## src/rtl/blk_addr_decode.sv

```systemverilog
// Linear cell address to (column, row) decoder for a character display.
// Uses a 7-step restoring divider by COLS with a valid/ready handshake on both sides.
module blk_addr_decode #(
  parameter int COLS = 80,
  parameter int ROWS = 60
) (
  input  logic        clk,
  input  logic        clr_n,
  input  logic        flush,
  input  logic        in_valid,
  output logic        in_ready,
  input  logic [12:0] blk_addr,
  output logic        out_valid,
  input  logic        out_ready,
  output logic [6:0]  hc_addr,
  output logic [6:0]  vc_addr,
  output logic        addr_err
);

  localparam logic [13:0] LP_COLS  = 14'(COLS);
  localparam logic [13:0] LP_LIMIT = 14'(COLS * ROWS);

  typedef enum logic [1:0] {
    ST_IDLE = 2'd0,
    ST_CALC = 2'd1,
    ST_DONE = 2'd2
  } state_t;

  state_t      r_state;
  logic [13:0] r_rem;
  logic [6:0]  r_q;
  logic [2:0]  r_step;
  logic        r_in_ready;
  logic        r_out_valid;
  logic        r_err;

  logic [13:0] w_div_sh;
  logic        w_fit;

  // Shifted divisor for the current step; 14 bits so COLS<<6 never overflows.
  always_comb begin
    w_div_sh = LP_COLS << r_step;
    w_fit    = (r_rem >= w_div_sh);
  end

  // Control FSM and divider datapath. in_ready is held low during reset
  // and rises on the first edge after release.
  always_ff @(posedge clk or negedge clr_n) begin
    if (!clr_n) begin
      r_state     <= ST_IDLE;
      r_rem       <= 14'd0;
      r_q         <= 7'd0;
      r_step      <= 3'd0;
      r_in_ready  <= 1'b0;
      r_out_valid <= 1'b0;
      r_err       <= 1'b0;
    end else if (flush) begin
      r_state     <= ST_IDLE;
      r_in_ready  <= 1'b1;
      r_out_valid <= 1'b0;
    end else begin
      case (r_state)
        ST_IDLE: begin
          if (r_in_ready && in_valid) begin
            r_rem      <= {1'b0, blk_addr};
            r_q        <= 7'd0;
            r_step     <= 3'd6;
            r_err      <= ({1'b0, blk_addr} >= LP_LIMIT);
            r_in_ready <= 1'b0;
            r_state    <= ST_CALC;
          end else begin
            r_in_ready <= 1'b1;
          end
        end
        ST_CALC: begin
          if (w_fit) begin
            r_rem         <= r_rem - w_div_sh;
            r_q[r_step]   <= 1'b1;
          end else begin
            r_rem <= r_rem;
          end
          r_step <= r_step - 3'd1;
          if (r_step == 3'd0) begin
            r_state     <= ST_DONE;
            r_out_valid <= 1'b1;
          end else begin
            r_state <= ST_CALC;
          end
        end
        ST_DONE: begin
          if (out_ready) begin
            r_state     <= ST_IDLE;
            r_out_valid <= 1'b0;
            r_in_ready  <= 1'b1;
          end else begin
            r_state <= ST_DONE;
          end
        end
        default: begin
          r_state     <= ST_IDLE;
          r_in_ready  <= 1'b0;
          r_out_valid <= 1'b0;
        end
      endcase
    end
  end

  assign in_ready  = r_in_ready;
  assign out_valid = r_out_valid;
  assign hc_addr   = r_rem[6:0];
  assign vc_addr   = r_q;
  assign addr_err  = r_err;

endmodule

```

## config.mk

```make
export PLATFORM = sky130hd
export DESIGN_NAME = blk_addr_decode
export DESIGN_NICKNAME = d
export VERILOG_FILES = /design/src/rtl/blk_addr_decode.sv
export SDC_FILE = /design/constraint.sdc
export NUM_CORES = 1
export LEC_CHECK = 0
export ABC_AREA = 1
export CAP_MARGIN = 30
export CELL_PAD_IN_SITES_DETAIL_PLACEMENT = 0
export CELL_PAD_IN_SITES_GLOBAL_PLACEMENT = 2
export CORE_MARGIN = 3
export CORE_UTILIZATION = 30
export DETAILED_ROUTE_END_ITERATION = 8
export MAX_ROUTING_LAYER = met4
export PLACE_DENSITY_LB_ADDON = 0.1
export SETUP_SLACK_MARGIN = 0.5
export SYNTH_ARGS = -nofsm -noshare
export SYNTH_HDL_FRONTEND = slang
export SYNTH_SLANG_ARGS = --single-unit
```

## constraint.sdc

```tcl
create_clock -name clk -period 2.8 [get_ports clk]
set_input_delay 0.28 -clock clk [delete_from_list [all_inputs] [get_ports clk]]
set_output_delay 0.28 -clock clk [all_outputs]
set_load 0.005 [all_outputs]
```

---- Word level (Yosys, flattened, before mapping) ----
Cells that the tools add are included.
cells by class
  reductions and logical operators ........ 10
  eq/ne operators ......................... 9
  multiply operators ...................... 0
  $lt $le $gt $ge ......................... 4
  $add $sub $neg .......................... 2
  multiplexer cells ....................... 23
  shift-type cells ........................ 1
  bitwise logic cells ..................... 2
  div/mod/pow operators ................... 0
operator list
  kind                                                                number
  two-way mux 14 bit                                                  2
  case mux 14 bit (2 select lines)                                    1
  greater-or-equal comparator 14 bit                                  1
  two-way mux 7 bit                                                   2
  case mux 7 bit (2 select lines)                                     1
  << shifter 7 x 3 -> 14 bit (first input constant)                   1
  subtractor 14 bit                                                   1
  greater-or-equal comparator 13 bit (second input constant)          1
  inequality test 3 bit (second input constant)                       3
  AND reduction 3 bit                                                 3
  two-way mux 2 bit                                                   4
  inequality test 2 bit (second input constant)                       4
  two-way mux 1 bit                                                   7
  bitwise OR 7 bit                                                    1
  case mux 1 bit (3 select lines)                                     2
  case mux 2 bit (3 select lines)                                     1
  case mux 3 bit (2 select lines)                                     1
  less-than comparator 3 x 4 -> 1 bit (second input constant)         1
  AND reduction 4 bit                                                 1
  demux 1 bit (select 3 bit)                                          1
  greater-or-equal comparator 3 x 1 -> 1 bit (second input constant)  1
  zero test 3 bit                                                     1
  two-way mux 3 bit                                                   1
  subtractor 3 x 1 -> 3 bit (second input constant)                   1
  7 further kinds                                                     8
storage, ports and cells
  latch bits .............................. 0
  register bits after elaboration ......... 29
  word-level logic and storage cells ...... 58
  bits in writable memories ............... 0
  memories kept ........................... 0
  bits in read-only memories .............. 0
  input bits .............................. 18

---- Longest topological paths before layout ----
  word-level depth ........................ 7
  mapped depth ............................ 17
  gate-level depth less buffers ........... 16

---- Worst setup path before layout ----
No wires, ideal clock.
  path type ............................... register to register
  from .................................... register r_step[0]
  to ...................................... register r_rem[9]
  clock period less this slack ............ 2.326 ns
  required time ........................... 2.676 ns
  arrival time ............................ 2.202 ns
  setup slack ............................. 0.474 ns
  stages on the path, launching flop included .. 16
  library setup time ...................... 0.124 ns
  buffers on the path ..................... 1
  path through ............................ dfrtp_1 clkbuf_1 inv_1 ha_1 o21ai_0 ha_1 nand2_2 inv_1 nand2_1 nand2_1 nand2_1 nand4_2 nand2_1 clkinv_1 nand2_1 nand3_1
on the way
  word-level cells in the longest chain between the ends .. 4
  elaborated cells on any way between the ends .. 7
ends and longest elaborated chain
  element                                                                  line    source
  start, declared                                                          32      logic [2:0] r_step;
  start signal, assigned                                                   82      r_step <= r_step - 3'd1;
  << shifter 7 x 3 -> 14 bit (*)                                           42      w_div_sh = LP_COLS << r_step;
  subtractor 14 bit or greater-or-equal comparator 14 bit (tied branches)  77, 43
  two-way mux 14 bit or inequality test 2 bit (tied branches)              n/a
  case mux 14 bit (2 select lines) or AND reduction 4 bit (tied branches)  n/a
  end signal, assigned                                                     65      r_rem <= {1'b0, blk_addr};
  end signal, assigned                                                     77      r_rem <= r_rem - w_div_sh;
  end signal, assigned                                                     80      r_rem <= r_rem;
  end, declared                                                            30      logic [13:0] r_rem;
Every way passes the cells marked *; elsewhere a longest branch is shown, timed or not. The select of a mux whose other input is x is not followed.
A chain may end at the register's enable or synchronous reset.

---- Worst setup path after layout ----
  from .................................... register r_step[0]
  to ...................................... register r_rem[7]
The elaborated chain is that of the path after synthesis.

==> results.txt <==
----------------------------------------------------
[Synth]
  Top FF cell, synth ... dfrtp_1
  Post-synthesis cell count ... 287
  Register bit count reported by yosys ... 29
  Combined area of all synthesized cells ... 0.00211 mm^2
  Mean post-synth cell area ... 7.35 um^2
  Share of the yosys chip area belonging to registers ... 34.4%
  Count of warnings emitted by yosys ... 0
  Number of enable-type register cells in the synthesized netlist ... 0
  Distinct cells, synth ... 32
  Net count of the mapped netlist ... 320
  Async S/R FF share, synth ... 100%

[Worst setup path]
  Critical-path maximum fanout ... 6
  Required time of the critical path ... 2970 ps
  Arr. time, crit path ... 2330 ps
  Cell at the slowest stage of the critical path ... dfrtp_2
  Logic depth of the worst register-to-register path ... 11
  Stage delay of the slowest cell on the critical path ... 460 ps
  Critical Path Start Type ... flip-flop
  Cells along the critical path ... inv_4 -> buf_4 -> nand2_1 -> ha_1 -> a21oi_1 -> nand2_1 -> or2_2 -> nand3_1 -> nand2_1 -> nand2_1 -> nand2_1
  Cell type with the highest occurrence count on the critical path ... nand2_1
  Kind of critical path ... flip-flop to flip-flop
  Category of the worst setup path capture point ... flip-flop

[STA]
  Final setup skew ... 9.42 ps
  Minimum period implied by the final worst setup slack ... 2170 ps
  Worst-case hold slack ... 389 ps
  Fmax ... 0.462 GHz
  Slew Viols, Final ... 0
  RSZ-0062 raised after global routing ... yes
  Headroom to the max-slew limit ... 73.8%
  Final Hold Vio Count ... 0
  Slew at the pin with the worst max-slew slack ... 393 ps
  Number of failing setup endpoints in the final timing report ... 0
  Tcrit/Tclk final ... 77.3%
  Post-route setup TNS ... 0 ps

[Clock network]
  Sinks on Clock Net ... 29
  CTS Hold Buffers Added ... 0
  Reg clk slew, reported paths ... 70 ps
  Total CTS buffers ... 5
  TritonCTS clock tree ... yes
  Clock latency of the later-clocked register in the worst-skew pair ... 280 ps
  Clock tree buffer depth ... 2
  H-Tree Level Count ... 2
  CTS Root Buffer Type ... clkbuf_8

[Place]
  HPWL after DPL ... 4500 um
  Number of buffers added on ports ... 34
  GP Congestion ... 0.831
  Cell area after placement ... 0.00250 mm^2

[Worst hold path]
  Hold WC Path Type ... input port to asynchronous set/reset pin

[Die]
  Row cnt ... 29
  Placeable core region ... 0.00657 mm^2
  Number of I/O pins ... 35
  Initial Util ... 32.1%
  Vert. Die Dim ... 89.8 um
  Die outline area ... 0.00807 mm^2
  Horizontal extent of the die ... 89.8 um

[Cells and area]
  Area Growth Syn to Fin ... 36.7%
  Final Cell Area ... 0.00288 mm^2
  Most used cells in the layout excluding fill and tap cells ... nand2_1, clkdlybuf4s50_1, nand3_1, dfrtp_1, nor2_1
  Final-layout fill cell count ... 693
  Final Util ... 43.9%
  Antenna diode count ... 0
  Net count of the finished layout ... 366
  Layout cell share with drive strength beyond 1 ... 21.9%
  Commonest non-fill, non-tap cell in the layout ... nand2_1

[GRT]
  Overflow left after global routing ... 0
  Global-route wire length before repair ... 9720 um
  Pin count of the biggest net entering global routing ... 30
  Via count of the first global-routing pass ... 1987
  Number of antenna violations at the first check in global routing ... 0
  Global-route usage over all layers ... 15.4%

[Power]
  Final total power ... 3470 uW
  Maximum resistive drop on vdd ... 0.432 mV
  Leak pwr ... 0.00135 uW
  PD cells ... 1200 mW/mm^2

[Routing]
  Via density ... 4.67
  Total detailed-routing wirelength ... 5880 um
  1st-pass router iterations ... 4
  DRC Markers ... 0
  Avg WL per Cell ... 13.8 um
  Initial DRC count ... 88
  Residual antenna-violating net count after detailed routing ... 0
  Vias after detailed routing ... 1996

[Status]
  Status ... completed

[Run]
  Max-capacitance violation count ... 0

----------------------------------------------------
-- worst paths after layout --
path	start	endpoint	slack, ps
setup / recovery	r_step[0]	r_rem[7]	630
hold / removal	clr_n	r_rem[0]	390
setup reg to reg	r_step[0]	r_rem[7]	630
hold reg to reg	addr_err	addr_err	500
max in group asynchronous	clr_n	r_step[0]	2100
min in group clk	addr_err	addr_err	500
-- synthesized netlist by cell type, drive strengths merged (2+ instances only) --
cell / instances / area share (%)
dfrtp: 29 / 34
mux2: 4 / 2.1
xnor2: 2 / 0.83
nor2: 28 / 5.9
xor2: 3 / 1.2
buf: 11 / 4.0
a21oi: 10 / 2.4
o21ai: 20 / 6.0
inv: 28 / 5.0
nand2: 93 / 17
nand3: 29 / 6.9
nand4: 4 / 1.5
a21o: 2 / 0.71
ha: 15 / 8.9
-- final cells by class --
type	instances	area [um^2]	share of cell area, %
clock buffers	7	86.3	2.99
clock inverters	1	30.0	1.04
inverters	29	114	3.95
multi-input cells	217	1300	45.2
flip-flops and latches	29	728	25.3
well taps	93	116	4.04
repair buffers	51	505	17.5
-- metal layers --
| layer | wire (um) | vias up | GRT usage (%) |
|---|---|---|---|
| li1 | - | 1018 | - |
| met1 | 2940 | 941 | 20.8 |
| met2 | 2690 | 31 | 23.5 |
| met3 | 159 | 6 | 2.92 |
| met4 | 85 | 0 | 4.47 |
| met5 | 0 | - | - |
-- cells by family after synthesis --
group	share of synthesized area (%)
fa+ha+maj	8.90
xor+xnor	2.08
mux	2.61
compound gates	10.9
flops	34.4
buf+inv	9.38
simple gates	31.8
-- flip-flops by register name, summed over array words and instances (netlist names) --
signal	cells
vc_addr	7
r_step	3
r_state	2
addr_err	1
out_valid	1
in_ready	1
r_rem	14
-- critical path: cells and delay by family, from the launching register on --
family	cells	cell delay (ps)
buffers and inverters	2	220
AO/OA/AOI/OAI	1	280
flip-flops	1	460
AND/OR/NAND/NOR	7	740
adder cells (fa/ha/maj)	1	340
-- power breakdown --
| part | switching [uW] | internal [uW] | total (uW) |
|---|---|---|---|
| sequential | 150 | 573 | 723 |
| combinational | 1250 | 1040 | 2290 |
| clock | 166 | 290 | 456 |
-- stage by stage --
stage | setup slack (ps) | instances
6_report | 634 | 427
5_1_grt | 477 | 427
4_1_cts | 518 | 421
3_5_place_dp | 166 | 404
3_3_place_gp | 238 | 404
2_1_floorplan | 565 | 287
-- what timing repair did --
action | CTS | global route
pin swaps | 2 | 4
endpoints found under the setup margin | 17 | 17
gates resized for setup | 8 | 26
setup buffers | 9 | 6
cloned | 0 | 0
endpoints found under the hold margin | 0 | 0
No activity file was read; power rests on OpenSTA's default activity.
